### config.mk
export PLATFORM = sky130hd
export DESIGN_NAME = nibble_serial_adder
export DESIGN_NICKNAME = d
export VERILOG_FILES = /design/src/rtl/nibble_serial_adder_pkg.sv /design/src/rtl/rippleadd.sv /design/src/rtl/nibble_serial_adder.sv
export SDC_FILE = /design/constraint.sdc
export NUM_CORES = 1
export LEC_CHECK = 0
export ABC_CLOCK_PERIOD_IN_PS = 4100
export CAP_MARGIN = 20
export CORE_ASPECT_RATIO = 1.5
export CORE_MARGIN = 10
export CORE_UTILIZATION = 48
export DETAILED_ROUTE_END_ITERATION = 12
export DONT_BUFFER_PORTS = 1
export RECOVER_POWER = 50
export SYNTH_ARGS = -nofsm -noshare
export SYNTH_HDL_FRONTEND = slang
export SYNTH_SLANG_ARGS = --single-unit
### constraint.sdc
create_clock -name clk -period 4.1 [get_ports clk]
set_input_delay 0.82 -clock clk [delete_from_list [all_inputs] [get_ports clk]]
set_output_delay 0.82 -clock clk [all_outputs]
set_load 0.1 [all_outputs]
### src/rtl/nibble_serial_adder_pkg.sv
// Shared constants for the nibble-serial adder: FSM encoding and slice width.
package nibble_serial_adder_pkg;

    localparam int SLICE_W = 4;

    typedef enum logic [1:0] {
        ST_IDLE = 2'd0,
        ST_RUN  = 2'd1,
        ST_DONE = 2'd2
    } state_t;

endpackage

### src/rtl/rippleadd.sv
// 4-bit ripple-carry adder used as the single slice datapath.
module rippleadd (
    input  logic       cin,
    input  logic [3:0] a,
    input  logic [3:0] b,
    output logic       cout,
    output logic [3:0] sum
);

    logic [4:0] carry;

    assign carry[0] = cin;

    // One full adder per bit, chained through carry.
    generate
        for (genvar gi = 0; gi < 4; gi++) begin : g_fa
            assign sum[gi]     = a[gi] ^ b[gi] ^ carry[gi];
            assign carry[gi+1] = (a[gi] & b[gi]) | (carry[gi] & (a[gi] ^ b[gi]));
        end
    endgenerate

    assign cout = carry[4];

endmodule

### src/rtl/nibble_serial_adder.sv
// Adds two W-bit operands one 4-bit slice per clock, using a single rippleadd.
module nibble_serial_adder
    import nibble_serial_adder_pkg::*;
#(
    parameter int NIBBLES = 4
) (
    input  logic                   clk,
    input  logic                   rst,
    input  logic                   start,
    input  logic [4*NIBBLES-1:0]   a,
    input  logic [4*NIBBLES-1:0]   b,
    input  logic                   cin,
    output logic                   busy,
    output logic                   done,
    output logic [4*NIBBLES-1:0]   sum,
    output logic                   cout
);

    localparam int W     = SLICE_W * NIBBLES;
    localparam int IDX_W = (NIBBLES > 1) ? $clog2(NIBBLES) : 1;
    localparam logic [IDX_W-1:0] IDX_LAST = IDX_W'(NIBBLES - 1);

    state_t             state_q, state_d;
    logic [IDX_W-1:0]   idx_q, idx_d;
    logic               carry_q, carry_d;
    logic [W-1:0]       a_q, a_d;
    logic [W-1:0]       b_q, b_d;
    logic [W-1:0]       sum_q, sum_d;
    logic               cout_q, cout_d;

    logic [SLICE_W-1:0] a_slice;
    logic [SLICE_W-1:0] b_slice;
    logic [SLICE_W-1:0] slice_sum;
    logic               slice_cout;
    logic               last_slice;

    assign a_slice    = a_q[int'(idx_q)*SLICE_W +: SLICE_W];
    assign b_slice    = b_q[int'(idx_q)*SLICE_W +: SLICE_W];
    assign last_slice = (idx_q == IDX_LAST);

    rippleadd u_slice (
        .cin  (carry_q),
        .a    (a_slice),
        .b    (b_slice),
        .cout (slice_cout),
        .sum  (slice_sum)
    );

    // State and datapath registers; reset wins over any start request.
    always_ff @(posedge clk) begin
        if (rst) begin
            state_q <= ST_IDLE;
            idx_q   <= '0;
            carry_q <= 1'b0;
            a_q     <= '0;
            b_q     <= '0;
            sum_q   <= '0;
            cout_q  <= 1'b0;
        end else begin
            state_q <= state_d;
            idx_q   <= idx_d;
            carry_q <= carry_d;
            a_q     <= a_d;
            b_q     <= b_d;
            sum_q   <= sum_d;
            cout_q  <= cout_d;
        end
    end

    // Next-state: start only matters in IDLE, DONE always falls back to IDLE.
    always_comb begin
        state_d = state_q;
        case (state_q)
            ST_IDLE: if (start) state_d = ST_RUN;
            ST_RUN:  if (last_slice) state_d = ST_DONE;
            ST_DONE: state_d = ST_IDLE;
            default: state_d = ST_IDLE;
        endcase
    end

    // Datapath next values: capture on accept, one slice per RUN cycle.
    always_comb begin
        idx_d   = idx_q;
        carry_d = carry_q;
        a_d     = a_q;
        b_d     = b_q;
        sum_d   = sum_q;
        cout_d  = cout_q;
        case (state_q)
            ST_IDLE: begin
                if (start) begin
                    a_d     = a;
                    b_d     = b;
                    carry_d = cin;
                    sum_d   = '0;
                    cout_d  = 1'b0;
                    idx_d   = '0;
                end
            end
            ST_RUN: begin
                sum_d[int'(idx_q)*SLICE_W +: SLICE_W] = slice_sum;
                carry_d = slice_cout;
                if (last_slice) begin
                    cout_d = slice_cout;
                    idx_d  = '0;
                end else begin
                    idx_d  = idx_q + IDX_W'(1);
                end
            end
            default: ;
        endcase
    end

    // Status outputs decode directly from the state register.
    always_comb begin
        busy = (state_q == ST_RUN);
        done = (state_q == ST_DONE);
    end

    assign sum  = sum_q;
    assign cout = cout_q;

endmodule

# Word-level counts from Yosys, hierarchy flattened

Index checks and enable logic that the tools add are counted.

Add/sub/neg operators: 2
Equal/unequal tests: 5
Shift-type cells: 4
Muxes and demuxes: 14
Bitwise operators: 20
Reduce and logical (&&, ||, !) cells: 6

Operators by type and width:

| kind                    | number |
|---|---|
| $neg 4->33              | 1 |
| $shift 4x33->16 const A | 1 |
| $shiftx 4x33->16        | 1 |
| $pmux 16 s2             | 1 |
| $shiftx 16x5->4         | 2 |
| $bwmux 16               | 1 |
| $mux 16                 | 1 |
| $and 1x1->1             | 8 |
| $mux 2                  | 4 |
| $pmux 2 s2              | 2 |
| $xor 1x1->1             | 8 |
| $reduce_and 2->1        | 3 |
| $eq 2x2->1 const B      | 2 |
| $or 1x1->1              | 4 |
| $pmux 1 s2              | 2 |
| $mux 1                  | 3 |
| $reduce_and 3->1        | 1 |
| $add 2x1->2 const B     | 1 |
| $eq 2x1->1 const B      | 1 |
| $logic_not 2->1         | 1 |
| $ne 2x1->1 const B      | 1 |
| $ne 2x2->1 const B      | 1 |
| $reduce_bool 2->1       | 1 |

Bits in registers: 54
Input bits: 36
Output and inout bits: 19
Word-level logic and storage cells: 58

# Longest topological paths before layout

Gate-level depths: netlist of run 1.

Depth in word-level cells: 12
Mapped depth: 12
Gate-level depth less buffers: 11

# Hierarchy

Synthesis of run 1 repeated with hierarchy kept, for this count alone.

Cell total of the unflattened synthesis: 258
Area, all modules: 2456.1 um2

Modules (own cells, without submodules):

| module              | times used | cells an instance | area each (um2) | seq. area each (um2) |
|---|---|---|---|---|
| nibble_serial_adder | 1          | 244               | 2338.5          | 1081.0 |
| rippleadd           | 1          | 14                | 117.6           | 0.0 |

# Worst setup path before layout of run 1

Ideal clock, no wire load.

Path kind: register to register
From: register idx_q[0]
To: register sum_q[15] (netlist: sum[15])
Library setup time: 0.062 ns
Arrival time: 2.647 ns
Required time: 4.038 ns
Slack: 1.391 ns
Cell stages (with the launch flop): 12
Path buffers: 0
Period minus slack after synthesis: 2.709 ns
Cell sequence: dfxtp_1 -> mux4_2 -> inv_1 -> fa_1 -> inv_1 -> fa_1 -> inv_1 -> fa_1 -> inv_1 -> fa_1 -> nor2b_1 -> a22o_1

Word-level cells in the longest chain between the ends: 12
Elaborated cells on any way between the ends: 24
Classes of those cells: add/sub: 1; shift: 4; mux: 2; bitwise: 17

Ends and longest elaborated chain:

| what                                      | line                                                 | RTL |
|---|---|---|
| start: declaration                        | nibble_serial_adder.sv:24                            | `logic [IDX_W-1:0] idx_q, idx_d;` |
| start signal: assignment                  | nibble_serial_adder.sv:61                            | `idx_q <= idx_d;` |
| $shiftx 16x5->4, on equally long branches | nibble_serial_adder.sv:37, nibble_serial_adder.sv:38 |  |
| $xor 1x1->1                               | rippleadd.sv:17, rippleadd.sv:18                     |  |
| $and 1x1->1                               | rippleadd.sv:18                                      | `assign carry[gi+1] = (a[gi] & b[gi]) \| (carry[gi] & (a[gi] ^ b[gi]));` |
| $or 1x1->1                                | rippleadd.sv:18                                      |  |
| $and 1x1->1                               | rippleadd.sv:18                                      |  |
| $or 1x1->1                                | rippleadd.sv:18                                      |  |
| $and 1x1->1                               | rippleadd.sv:18                                      |  |
| $or 1x1->1                                | rippleadd.sv:18                                      |  |
| $xor 1x1->1                               | rippleadd.sv:17                                      | `assign sum[gi] = a[gi] ^ b[gi] ^ carry[gi];` |
| $shiftx 4x33->16                          | nibble_serial_adder.sv:101                           | `sum_d[int'(idx_q)*SLICE_W +: SLICE_W] = slice_sum;` |
| $bwmux 16 (*)                             | nibble_serial_adder.sv:101                           |  |
| $pmux 16 s2 (*)                           | nibble_serial_adder.sv:89                            | `case (state_q)` |
| end signal: assignment                    | nibble_serial_adder.sv:65                            | `sum_q <= sum_d;` |
| end: declaration                          | nibble_serial_adder.sv:28                            | `logic [W-1:0] sum_q, sum_d;` |

Mark *: on every way between the ends. The rest lies on a longest branch, timed or not.
A chain may end at the register's enable or synchronous reset.

# Final worst setup path of run 1

From: register idx_q[0]
To: register sum_q[7] (netlist: sum[7])

Same word-level chain as after synthesis.

==> flow_summary.json, run 1 <==
{
  "clk_pin_slew_worst_setup_hold_paths_ns": 0.09,
  "grt.total_usage": 0.1261,
  "h-tree-depth": 2,
  "num-nets-final": 255,
  "status": "finished with violations",
  "relSlewSlack": -0.4817,
  "fmax_ghz": 0.3210,
  "asyncSetResetFlopFracSynth": 0,
  "grt_first_pass_wirelength_mm": 8.480,
  "syn_area_per_cell_sq_um": 11.26,
  "setup_clock_skew_after_layout_ns": 0.006050,
  "clock_tree.buffer_depth": 2,
  "slew_viol_final": 34,
  "r2r_slack_ns": 0.98,
  "criticalPathCategory": "reg -> reg",
  "grt.overflow.total": 0,
  "dpl_cell_area_sq_mm": 0.002402,
  "setup_tns_ns": 0,
  "globalplace.congestion": 0.7777,
  "data_required_time_of_the_critical_path_ns": 4.35,
  "ir_worst_vdd_v": 0.0002228,
  "dp_hpwl_mm": 3.960,
  "synth_enable_flop_cells": 0,
  "ys_seq_elements": 54,
  "avgViaCountPerCell": 5.606,
  "pin_count": 55,
  "clkLatencyLatePin_ns": 0.30,
  "die-height_um": 107.0,
  "timing.critical_path.fanout_max": 12,
  "grt_pass1_vias": 1680,
  "leading_cell_types_in_the_layout_fill_and_taps_excluded": "sky130_fd_sc_hd__dfxtp_1, sky130_fd_sc_hd__nor2_1, sky130_fd_sc_hd__mux2i_1",
  "leading_cell_type_in_the_layout_fill_and_taps_excluded": "sky130_fd_sc_hd__dfxtp_1",
  "io_buffers": 0,
  "timing.final.crit_period_ns": 3.115,
  "number_of_antenna_violations_at_the_first_check_in_global_routing": 0,
  "drt_first_pass_iters": 5,
  "netlist_instances": 215,
  "ctsResizeCount": 0,
  "ant_nets": 0,
  "cell_area_after_synthesis_sq_mm": 0.002421,
  "final_layout_size_suffix_gt1_frac": 0.1185,
  "finalHoldViolCount": 0,
  "drt_total_wl_mm": 5.058,
  "multi_input_comb_area_sq_mm": 0.001172,
  "syn_nets": 259,
  "initialDrtViolationCount": 99,
  "report.final.setup_viol": 0,
  "postSynth.topFlopCell": "sky130_fd_sc_hd__dfxtp_1",
  "ys_types": 32,
  "final_min_period_over_clock_period": 0.7598,
  "placementRows": 31,
  "timing.max_cap.violations": 1,
  "max_slew.worst_pin.slew_ns": 2.223,
  "wl_per_cell_um": 18.26,
  "floorplan.die_area_sq_mm": 0.008343,
  "grt_setup_unrepaired": "no",
  "cp-start-kind": "flip-flop",
  "p_leak_nw": 0.9774,
  "seqCellArea_sq_mm": 0.001081,
  "number_of_vias_in_the_routed_layout": 1553,
  "tritoncts.num_buffers": 5,
  "cts_tree": "yes",
  "syn2layout_area_growth_pct": 2.222,
  "failed_checks": "capacitance limit, slew limit",
  "fill_cells": 467,
  "cp.arrival_ns": 3.36,
  "initial_core_util": 0.4994,
  "worstHoldPathType": "reg -> reg",
  "cts_setup_buffers": 0,
  "clock_tree.root_cell": "sky130_fd_sc_hd__clkbuf_8",
  "cts_hold_buffers": 0,
  "numClockSinks": 54,
  "critical-path-max-stage-delay_ns": 0.52,
  "design_area_sq_mm": 0.002475,
  "count_of_warnings_emitted_by_yosys": 0,
  "power.density_cell_area_mw_per_mm2": 397.3,
  "crit_slowest_cell": "sky130_fd_sc_hd__mux4_2",
  "pin_count_of_the_biggest_net_entering_global_routing": 47,
  "antenna_cells_inserted": 0,
  "critical_path_endpoint_category": "flip-flop",
  "floorplan.die.width_um": 77.99,
  "sequential_cell_area_fraction_in_the_yosys_report": 0.4465,
  "floorplan.core_area_sq_mm": 0.004848,
  "drc": 0,
  "cp_cell_sequence": "buf_4 > mux4_2 > inv_1 > fa_1 > inv_1 > fa_1 > inv_1 > fa_1 > inv_1 > fa_1 > nor2b_1 > a22o_1"
}
## power by group
group | internal (mW) | leakage (nW) | switching (mW)
clock network | 0.115 | 0.0438 | 0.158
logic | 0.0621 | 0.492 | 0.0655
registers | 0.549 | 0.441 | 0.0332
total | 0.726 | 0.977 | 0.257
## through the flow
step | hold WS, ns | total power, mW | utilization | worst slack, ns | cells
after floorplan | 0.4546 | 0.7131 | - | 1.391 | 215
after global placement | 0.4671 | 0.7166 | 0.4955 | 1.089 | 270
after detailed placement | 0.4824 | 0.7221 | 0.4955 | 0.9781 | 270
after CTS | 0.5115 | 0.9930 | 0.5117 | 0.9265 | 277
after global routing | 0.5267 | 1.032 | 0.5105 | 0.7737 | 277
final | 0.5009 | 0.9834 | 0.5105 | 0.9848 | 277
## logic make-up after synthesis
group / Yosys count / share of synthesized area
flip-flops: 54 / 0.4465
adder cells (fa/ha/maj): 8 / 0.05375
multiplexers: 44 / 0.2253
AND/OR/NAND/NOR: 55 / 0.1116
AO/OA/AOI/OAI: 28 / 0.09096
buffers and inverters: 26 / 0.07184
## flip-flops by register name, indices dropped and copies added, names as in the netlist
name     flops
a_q         16
b_q         16
carry_q      1
cout         1
idx_q        2
state_q      2
sum         16
## critical path, delay by kind of cell, from the launching register on
kind / cells / cell delay (ns)
adders and majority gates: 4 / 1.13
buffers and inverters: 5 / 0.52
DFF: 1 / 0.43
and+or+nand+nor: 1 / 0.28
muxes: 1 / 0.52
AOI/OAI and AO/OA: 1 / 0.17
## cell type report
type                            instances  area share
Sequential cell                        54      0.4368
Inverter                               13     0.01972
Tap cell                               66     0.03337
Timing Repair Buffer                    2    0.004550
Clock inverter                          2    0.004044
Clock buffer                            5     0.02781
Multi-Input combinational cell        135      0.4737
## routing by layer
metal	global-route usage	part of all wire
met3	0.05435	0.084
met2	0.2307	0.54
met1	0.1221	0.36
met4	0.04627	0.015
met5	0	0
## synthesized netlist by cell type, drive strengths merged, types with 2 or more instances
master  number  area, sq um
a21oi        7        38.79
nor2        40        150.1
ha           4        50.05
dfxtp       54         1081
mux2i       32        320.3
nand3        2        10.01
and4         2        17.52
nor3b        3        38.79
fa           4        80.08
mux2         4        45.04
a22o        16        140.1
clkbuf       2        7.510
inv         13        48.80
nor2b        2        12.51
nor3         2        10.01
buf         11        117.6
mux4         8        180.2
## worst paths after layout
| check | start | to | cells after the start |
|---|---|---|---|
| worst max-delay path | idx_q[0]$_SDFFE_PP0P_ | sum[7]$_SDFFE_PP0P_ | 12 |
| worst min-delay path | b_q[12]$_SDFFE_PP0P_ | b_q[12]$_SDFFE_PP0P_ | 2 |
| worst max register to register | idx_q[0]$_SDFFE_PP0P_ | sum[7]$_SDFFE_PP0P_ | 12 |
| worst min register to register | b_q[12]$_SDFFE_PP0P_ | b_q[12]$_SDFFE_PP0P_ | 2 |
Power figures use the tool's default switching activity.
==> inputs of run 2 (changes only) <==
--- a/config.mk
+++ b/config.mk
@@ -5,13 +5,14 @@
 export SDC_FILE = /design/constraint.sdc
 export NUM_CORES = 1
 export LEC_CHECK = 0
-export ABC_CLOCK_PERIOD_IN_PS = 4100
+export ABC_CLOCK_PERIOD_IN_PS = 2850
 export CAP_MARGIN = 20
 export CORE_ASPECT_RATIO = 1.5
 export CORE_MARGIN = 10
 export CORE_UTILIZATION = 48
 export DETAILED_ROUTE_END_ITERATION = 12
 export DONT_BUFFER_PORTS = 1
+export PLACE_DENSITY = 0.65
 export RECOVER_POWER = 50
 export SYNTH_ARGS = -nofsm -noshare
 export SYNTH_HDL_FRONTEND = slang
==> constraint.sdc (replaced) <==
create_clock -name clk -period 2.85 [get_ports clk]
set_input_delay 0.57 -clock clk [delete_from_list [all_inputs] [get_ports clk]]
set_output_delay 0.57 -clock clk [all_outputs]
set_load 0.1 [all_outputs]
==> run 2 against run 1 <==
The run now ends clean. Flip-flop and latch count is the same. Critical path depth down 10. Cell area increased by 3.0%. Clock skew rose by 0.0058 ns. Non-clock buffer count is 6 higher. Wire length is 3.4% higher. Hold slack worse by 0.18 ns. Register-to-register slack worse by 0.84 ns. Final cell count increased by 2.5%. Largest power group unchanged. Highest routed layer unchanged.
==> flow_summary.json, run 2 (synthesis results as in run 1) <==
{
  "status": "complete, no violations",
  "fin_total_pwr_mw": 1.495,
  "tritoncts.num_buffers": 5,
  "floorplan.die_area_sq_mm": 0.008343,
  "ant_nets": 0,
  "globalplace.congestion": 0.7835,
  "worst_r2r_path_depth": 11,
  "dp_hpwl_mm": 4.055,
  "fmax_ghz": 0.3693,
  "report.final.setup_viol": 0,
  "cp.arrival_ns": 2.14,
  "clock_tree.buffer_depth": 2,
  "clock_tree.root_cell": "sky130_fd_sc_hd__clkbuf_8",
  "antenna_cells_inserted": 0,
  "cts_setup_buffers": 0,
  "h-tree-depth": 2,
  "seqCellArea_sq_mm": 0.001085,
  "timing.final.crit_period_ns": 2.708,
  "grt-busiest-layer": "met2",
  "floorplan.core_area_sq_mm": 0.004848,
  "critical_path_endpoint_category": "primary output",
  "postLayoutCoreUtil": 0.5259,
  "timing.max_cap.violations": 0,
  "data_required_time_of_the_critical_path_ns": 2.28,
  "die-height_um": 107.0,
  "slew_viol_final": 0,
  "grt_pass1_vias": 1606,
  "pin_count_of_the_biggest_net_entering_global_routing": 47,
  "cp-start-kind": "flip-flop",
  "design_area_sq_mm": 0.002550,
  "numClockSinks": 54,
  "grt.overflow.total": 0,
  "dpl_cell_area_sq_mm": 0.002447,
  "multi_input_comb_area_sq_mm": 0.001175,
  "final_min_period_over_clock_period": 0.9501,
  "floorplan.die.width_um": 77.99,
  "io_buffers": 0,
  "worst_hold_path.num_cells": 1,
  "power.density_cell_area_mw_per_mm2": 586.3,
  "grt.total_usage": 0.1289,
  "grt_first_pass_wirelength_mm": 8.631,
  "drt_first_pass_iters": 4,
  "setup_clock_skew_after_layout_ns": 0.01186,
  "grtUsageMet1": 0.1358,
  "finalHoldViolCount": 0,
  "worstHoldPathType": "in -> reg",
  "num-nets-final": 261,
  "cts_tree": "yes",
  "whs_ns": 0.3201,
  "final_layout_size_suffix_gt1_frac": 0.1560,
  "initialDrtViolationCount": 52,
  "number_of_antenna_violations_at_the_first_check_in_global_routing": 0,
  "syn2layout_area_growth_pct": 5.323,
  "timing.critical_path.fanout_max": 14,
  "clk_pin_slew_worst_setup_hold_paths_ns": 0.10,
  "pin_count": 55,
  "initial_core_util": 0.4994,
  "max_slew.worst_pin.slew_ns": 1.349,
  "leading_cell_types_in_the_layout_fill_and_taps_excluded": "sky130_fd_sc_hd__dfxtp_1, sky130_fd_sc_hd__nor2_1, sky130_fd_sc_hd__mux2i_1",
  "fill_cells": 455,
  "groute.layer.met2.usage": 0.2360,
  "leading_cell_type_in_the_layout_fill_and_taps_excluded": "sky130_fd_sc_hd__dfxtp_1",
  "clkLatencyLatePin_ns": 0.31,
  "drt_total_wl_mm": 5.228,
  "wl_per_cell_um": 18.41,
  "grt_setup_unrepaired": "no",
  "ir_worst_vdd_v": 0.0004307,
  "p_leak_nw": 1.021,
  "avgViaCountPerCell": 5.345,
  "placementRows": 31,
  "relSlewSlack": 0.1005,
  "globalRouteMet3Util": 0.04515,
  "criticalPathCategory": "reg -> out",
  "number_of_vias_in_the_routed_layout": 1518,
  "cts_hold_buffers": 0,
  "setup_tns_ns": 0,
  "drc": 0
}
==> run 2: changes by cell type in the layout (fill, tap and decap cells not counted) <==
cell,change
sky130_fd_sc_hd__nor2b_2,+1
sky130_fd_sc_hd__nor2b_1,-1
sky130_fd_sc_hd__clkbuf_8,+2
sky130_fd_sc_hd__clkinv_2,-2
sky130_fd_sc_hd__clkbuf_2,+1
sky130_fd_sc_hd__dfxtp_4,+1
sky130_fd_sc_hd__clkinv_4,+1
sky130_fd_sc_hd__buf_4,+5
sky130_fd_sc_hd__dfxtp_1,-1
==> run 2: timing repair <==
action,in CTS,in global routing
pin swaps,0,0
cloned,0,0
endpoints found under the setup margin,1,7
resized for setup,1,2
==> run 2: metrics by stage <==
| step | setup slack, ns | instances |
|---|---|---|
| after floorplan | 0.1407 | 215 |
| after global placement | 0.1046 | 276 |
| after detailed placement | 0.01053 | 276 |
| after CTS | 0.05034 | 284 |
| after global routing | 0.002588 | 284 |
| final | 0.1423 | 284 |
==> run 2: worst max-delay path, cell delays in order (launching register included) <==
cell	delay (ns)
sky130_fd_sc_hd__dfxtp_1	0.66
sky130_fd_sc_hd__and2b_1	0.19
sky130_fd_sc_hd__clkbuf_1	0.98
==> run 2: power by group <==
part	internal, mW	switching (mW)	total [mW]
Combinational	0.0896	0.0964	0.186
Clock	0.223	0.249	0.473
Sequential	0.790	0.0462	0.836
Total	1.10	0.392	1.50
==> run 2: final timing paths <==
| path | start | endpoint | slack, ns |
|---|---|---|---|
| min | rst | b_q[12]$_SDFFE_PP0P_ | 0.32 |
| max | state_q[0]$_SDFFE_PP0P_ | busy | 0.14 |
| min reg2reg | b_q[11]$_SDFFE_PP0P_ | b_q[11]$_SDFFE_PP0P_ | 0.50 |
| max reg2reg | idx_q[0]$_SDFFE_PP0P_ | sum[3]$_SDFFE_PP0P_ | 0.14 |
==> run 2: layout make-up <==
| type | count | share of cell area |
|---|---|---|
| clock buffer | 7 | 0.03778 |
| clock inverter | 1 | 0.003435 |
| inverter | 13 | 0.01914 |
| multi-input combinational | 135 | 0.4607 |
| sequential | 54 | 0.4254 |
| tap | 66 | 0.03238 |
| timing repair buffer | 8 | 0.02110 |
==> run 2: metal layers <==
| metal | up-vias | wire length, um |
|---|---|---|
| met2 | 41 | 2762 |
| met3 | 5 | 379 |
| met1 | 713 | 2030 |
| li1 | 759 | - |
| met4 | 0 | 55 |
| met5 | - | 0 |
==> inputs of run 3 (changes only) <==
--- a/config.mk
+++ b/config.mk
@@ -6,7 +6,7 @@
 export NUM_CORES = 1
 export LEC_CHECK = 0
 export ABC_CLOCK_PERIOD_IN_PS = 2850
-export CAP_MARGIN = 20
+export CAP_MARGIN = 10
 export CORE_ASPECT_RATIO = 1.5
 export CORE_MARGIN = 10
 export CORE_UTILIZATION = 48
==> results of run 3 <==
Final layout, timing and power as in run 2 (identical DEF).
